File: config.mk
export PLATFORM = sky130hd
export DESIGN_NAME = sipo_chain_receiver
export DESIGN_NICKNAME = d
export VERILOG_FILES = /design/src/rtl/sipo_chain_receiver.sv
export SDC_FILE = /design/constraint.sdc
export NUM_CORES = 1
export LEC_CHECK = 0
export BUFFER_PORTS_ARGS = -buffer_cell sky130_fd_sc_hd__buf_2
export CORE_MARGIN = 4
export CORE_UTILIZATION = 45
export DETAILED_ROUTE_END_ITERATION = 6
export PLACE_DENSITY = 0.78
export SYNTH_ARGS = -nofsm -noshare
export SYNTH_HDL_FRONTEND = slang
export SYNTH_SLANG_ARGS = --single-unit
File: constraint.sdc
create_clock -name o_serial_clk -period 2 [get_ports o_serial_clk]
set_input_delay 0.2 -clock o_serial_clk [delete_from_list [all_inputs] [get_ports o_serial_clk]]
set_output_delay 0.2 -clock o_serial_clk [all_outputs]
set_load 0.02 [all_outputs]
File: src/rtl/sipo_chain_receiver.sv
// sipo_chain_receiver
// Far-end receiver of the display shift-register link. It behaves like an
// N_CH-stage daisy chain of WIDTH-bit latching shift registers, clocked by the
// serial clock itself. A rising edge on the latch line evaluates the frame:
// if exactly the expected number of bits arrived it is transferred to the
// parallel outputs, otherwise the frame is rejected and the sticky error
// flag is raised.
//
// Optional feature: define SIPO_PARITY_EN to append one even-parity bit per
// frame. The extra bit is checked at latch time and reported on o_parity_err.
module sipo_chain_receiver #(
   parameter int WIDTH     = 8,
   parameter int N_CH      = 2,
   parameter int MSB_FIRST = 1
) (
   input  logic                    o_serial_clk,
   input  logic                    i_reset_n,
   input  logic                    i_serial_data,
   input  logic                    i_serial_latch,
   output logic [N_CH*WIDTH-1:0]   o_parallel_data,
   output logic                    o_cascade_data,
   output logic                    o_frame_valid,
   output logic                    o_frame_err,
   output logic [7:0]              o_frame_count
`ifdef SIPO_PARITY_EN
   ,
   output logic                    o_parity_err
`endif
);

   localparam int TOTAL = N_CH * WIDTH;
`ifdef SIPO_PARITY_EN
   localparam int FL = TOTAL + 1;
`else
   localparam int FL = TOTAL;
`endif
   // One extra count value marks "more bits than a frame" and is held there.
   localparam int CW = $clog2(FL + 2);
   localparam logic [CW-1:0] CNT_FULL = CW'(FL);
   localparam logic [CW-1:0] CNT_SAT  = CW'(FL + 1);
   localparam logic [CW-1:0] CNT_ONE  = {{(CW-1){1'b0}}, 1'b1};

`ifdef SIPO_PARITY_EN
   // Even-parity accumulator step over the incoming bit stream.
   function automatic logic parity_fold(input logic acc, input logic bit_in);
      return acc ^ bit_in;
   endfunction
`endif

   // Strips the parity position (when present) from the chain contents.
   function automatic logic [TOTAL-1:0] frame_payload(input logic [FL-1:0] chain);
`ifdef SIPO_PARITY_EN
      if (MSB_FIRST != 0) begin
         return chain[FL-1:1];
      end else begin
         return chain[TOTAL-1:0];
      end
`else
      return chain;
`endif
   endfunction

   logic [FL-1:0] chain_r;
   logic [CW-1:0] cnt_r;
   logic          latch_q_r;
`ifdef SIPO_PARITY_EN
   logic          xor_r;
`endif

   logic [FL-1:0] chain_shift_s;
   logic          cascade_shift_s;
   logic [CW-1:0] cnt_inc_s;
   logic          eval_s;
   logic          len_ok_s;
   logic          par_ok_s;
   logic          accept_s;

   // Shifted chain contents and spilled bit for the configured bit order.
   always_comb begin
      chain_shift_s   = chain_r;
      cascade_shift_s = 1'b0;
      if (MSB_FIRST != 0) begin
         chain_shift_s   = {chain_r[FL-2:0], i_serial_data};
         cascade_shift_s = chain_r[FL-1];
      end else begin
         chain_shift_s   = {i_serial_data, chain_r[FL-1:1]};
         cascade_shift_s = chain_r[0];
      end
   end

   // Latch-edge detection, saturating bit count and frame acceptance decode.
   always_comb begin
      eval_s    = i_serial_latch & ~latch_q_r;
      len_ok_s  = (cnt_r == CNT_FULL);
      cnt_inc_s = cnt_r;
      if (cnt_r != CNT_SAT) begin
         cnt_inc_s = cnt_r + CNT_ONE;
      end else begin
         cnt_inc_s = cnt_r;
      end
`ifdef SIPO_PARITY_EN
      par_ok_s = ~xor_r;
`else
      par_ok_s = 1'b1;
`endif
      accept_s = len_ok_s & par_ok_s;
   end

   // Chain, counters and all registered outputs; shift, evaluate or hold.
   always_ff @(posedge o_serial_clk) begin
      if (!i_reset_n) begin
         chain_r         <= {FL{1'b0}};
         cnt_r           <= {CW{1'b0}};
         latch_q_r       <= 1'b1;
         o_parallel_data <= {TOTAL{1'b0}};
         o_cascade_data  <= 1'b0;
         o_frame_valid   <= 1'b0;
         o_frame_err     <= 1'b0;
         o_frame_count   <= 8'd0;
`ifdef SIPO_PARITY_EN
         xor_r           <= 1'b0;
         o_parity_err    <= 1'b0;
`endif
      end else begin
         latch_q_r <= i_serial_latch;
         if (!i_serial_latch) begin
            chain_r        <= chain_shift_s;
            o_cascade_data <= cascade_shift_s;
            cnt_r          <= cnt_inc_s;
            o_frame_valid  <= 1'b0;
`ifdef SIPO_PARITY_EN
            xor_r          <= parity_fold(xor_r, i_serial_data);
`endif
         end else if (eval_s) begin
            cnt_r <= {CW{1'b0}};
`ifdef SIPO_PARITY_EN
            xor_r <= 1'b0;
`endif
            if (accept_s) begin
               o_parallel_data <= frame_payload(chain_r);
               o_frame_valid   <= 1'b1;
               o_frame_err     <= 1'b0;
               o_frame_count   <= o_frame_count + 8'd1;
`ifdef SIPO_PARITY_EN
               o_parity_err    <= 1'b0;
`endif
            end else begin
               o_frame_valid <= 1'b0;
               o_frame_err   <= 1'b1;
`ifdef SIPO_PARITY_EN
               // Only a frame of the right length can be a parity failure.
               if (len_ok_s) begin
                  o_parity_err <= 1'b1;
               end else begin
                  o_parity_err <= o_parity_err;
               end
`endif
            end
         end else begin
            o_frame_valid <= 1'b0;
         end
      end
   end

endmodule

==> metrics.md <==
| Metric | Value |
|---|---|
| Max frequency | 595 MHz |
| Average wire per cell in the routed design | 13.9 um |
| DP Wirelength | 2.76 mm |
| Worst Setup Path Type | reg -> reg |
| Rows | 23 |
| CTS Sinks | 49 |
| Count of cells resized by post-cts repair | 0 |
| Post-CTS setup buffers | 0 |
| Starting density of the core | 0.479 |
| Via-per-instance ratio | 5.47 |
| Async S/R FF share, synth | 0 |
| Post-Syn Nets | 225 |
| Biggest area consumer among synthesized cells | dfxtp_1 |
| Die width | 74.4 um |
| Hold_sp | i_serial_data |
| Synth Area in XOR/XNOR | 0.00882 |
| Placer Congestion | 0.792 |
| Clock skew | 0.00484 ns |
| Max Root-Sink Buffers | 2 |
| WL final | 4.11 mm |
| CTS root buf | clkbuf_8 |
| Final core occ | 0.550 |
| # DRC | 0 |
| Final Cell Area | 2280 um^2 |
| Final period util | 0.840 |
| Worst slew pin tran | 0.373 ns |
| WP data arrival | 1.93 ns |
| #FFs+latches synth | 49 |
| Worst r2r path cells | 4 |
| Post-synth EDFFs | 0 |
| CP endpoint kind | flop |
| Fin crit period | 1.68 ns |
| Largest family of logic cells by synthesized area | simple AND/OR/NAND/NOR gates |
| Synthesized instance count | 217 |
| Htree depth | 2 |
| Largest net degree at the start of global routing | 35 |
| Post-synth top area share | 0.494 |
| Tot GR Track Use | 0.167 |
| Top_reg_cell synth | dfxtp_1 |
| Leakage | 0.967 nW |
| Global-route wire length before repair | 7.15 mm |
| CTS tree | yes |
| Starting DRT DRC Count | 129 |
| Pre-Repair DR Iteration Count | 4 |
| Compound-Gate Fraction of Synth Area | 0.139 |
| WP data required | 2.25 ns |
| Relative slew slack | 0.749 |
| Mapped Avg Cell Area | 9.15 um^2 |
| Vias in the first global route | 1512 |
| Max-cap violations | 0 |
| Share of cells above drive strength 1 | 0.188 |
| FF-to-FF End | o_frame_count[0] |
| Clock transition at path regs | 0.09 ns |
| Post-synthesis adder-cell area fraction | 0.0252 |
| Ranking of synthesized cells by area | dfxtp_1 49%, mux2i_1 11%, nand3_1 6.0%, a21oi_1 5.8%, o21ai_0 5.0% |
| Worst hold path stage count | 3 |
| Total die area | 5540 um^2 |
| Mux cell area share after synthesis | 0.106 |
| Unique masters post-synth | 31 |
| Synth-to-layout area growth | 14.8% |
| Worst skew pair latency | 0.31 ns |
| # port buffers | 30 |
| Via count | 1615 |
| Synth Area in Simple Gates | 0.181 |
| Power per cell area | 766 nW/um^2 |
| Grt total ovfl | 0 |
| Flop2flop setup slack | 0.32 ns |
| Number of diodes | 0 |
| Io pins | 31 |
| Nets | 252 |
| Hold-fix buffers at CTS | 0 |
| Critical Path Fanout Max | 12 |
| Status | finished clean |
| DRT antenna net count | 0 |
| DP Area | 2180 um^2 |
| Slew Viols, Final | 0 |
| Reg-to-Reg Start | cnt_r[2] |
| CTS buffer count | 5 |
| Setup_tns | 0 ns |
| Antenna violations before repair | 0 |
| Final hold viol count | 0 |
| RSZ-0062 raised after global routing | false |
| Setup violators final | 0 |
| WHS Endpoint | chain_r[0] |
| Crit start category | flop |
| Sequential cell area fraction in the yosys report | 0.494 |
| Fill cell count | 390 |
| Die H | 74.4 um |
| Total core area | 4140 um^2 |
| Worst Hold Class | in -> reg |
| Synthesized area | 1990 um^2 |
| VDD IR-drop max | 0.348 mV |
| Yosys Warn Count | 0 |
==> logic make-up after synthesis <==
| kind of cell | Yosys count |
|---|---|
| adder cells (fa/ha/maj) | 4 |
| multiplexers | 21 |
| AO/OA/AOI/OAI | 50 |
| XOR/XNOR | 2 |
| AND/OR/NAND/NOR | 70 |
| flip-flops | 49 |
| buffers and inverters | 21 |
==> cell usage after synthesis (all sizes together), types with 2 or more instances <==
library cell  number
or3                2
xnor2              2
clkbuf            11
nor3b              2
a21oi             23
o211a              2
nand2              9
ha                 4
inv                3
nor2              17
dfxtp             49
or4                3
mux2i             21
nand3             24
nand4              2
buf                6
nand2b             4
o21ai             20
o31ai              3
==> how the worst max path moves through the flow <==
stage | slack [ns] | end | start
after global placement | 0.37 | o_frame_count[0] | cnt_r[2]
after global routing | 0.17 | o_frame_count[0] | cnt_r[2]
after CTS | 0.33 | o_frame_count[0] | cnt_r[2]
after floorplan | 0.45 | o_frame_count[3] | cnt_r[2]
final | 0.32 | o_frame_count[0] | cnt_r[2]
after detailed placement | 0.34 | o_frame_count[0] | cnt_r[2]
==> sequential cells by signal, summed over array words and instances, names as in the netlist <==
register	cells
chain_r	16
cnt_r	5
latch_q_r	1
o_cascade_data	1
o_frame_count	8
o_frame_err	1
o_frame_valid	1
o_parallel_data	16
==> critical path, stage by stage (launching register included) <==
cell and delay, ns:
dfxtp_1 0.37, or3b_1 0.54, buf_4 0.23, or3_1 0.35, a21oi_1 0.13
==> layout by cell type, fill, tap and decap left out, drive strengths merged <==
cell type and n:
and4 1, nor3 1, dfxtp 49, nor4 1, inv 4, nand3 24
o211a 2, nand2 9, or3b 1, nand4 2, ha 4, and3b 1
buf 37, nor2 17, or4 3, xnor2 2, a32o 1, o31ai 3
clkinv 2, or3 2, mux2i 21, nand4b 1, nand3b 1, clkbuf 6
nand2b 4, a221oi 1, nor3b 2, a21oi 23, o21ai 20
==> where the power goes <==
part           switching (W)  total [W]  leakage, nW  internal [W]
Sequential         0.0000127   0.000999        0.396      0.000986
Combinational      0.0000760   0.000116        0.519     0.0000400
Clock               0.000344   0.000631       0.0518      0.000287
==> layout make-up <==
type,count,area [um^2],share of cell area
Sequential cell,49,981,0.430
Clock buffer,6,82.6,0.0362
Inverter,4,15.0,0.00659
Timing Repair Buffer,37,203,0.0889
Tap cell,50,62.6,0.0274
Multi-Input combinational cell,147,918,0.403
Clock inverter,2,17.5,0.00768
==> metal layers <==
layer	vias to the layer above	part of all wire	GRT usage
met5	-	0	0
met4	0	0.016	0.0652
met3	5	0.052	0.0500
met2	33	0.44	0.253
met1	753	0.49	0.225
li1	824	-	-
==> per-stage QoR <==
stage                     total power, W  hold slack [ns]  instances  setup slack, ns
final                            0.00175            0.122        295            0.319
after global routing             0.00182            0.104        295            0.173
after CTS                        0.00176            0.109        295            0.332
after detailed placement         0.00114            0.439        287            0.337
after global placement           0.00113            0.432        287            0.373
after floorplan                  0.00111            0.344        217            0.452
Power figures use the tool's default switching activity.
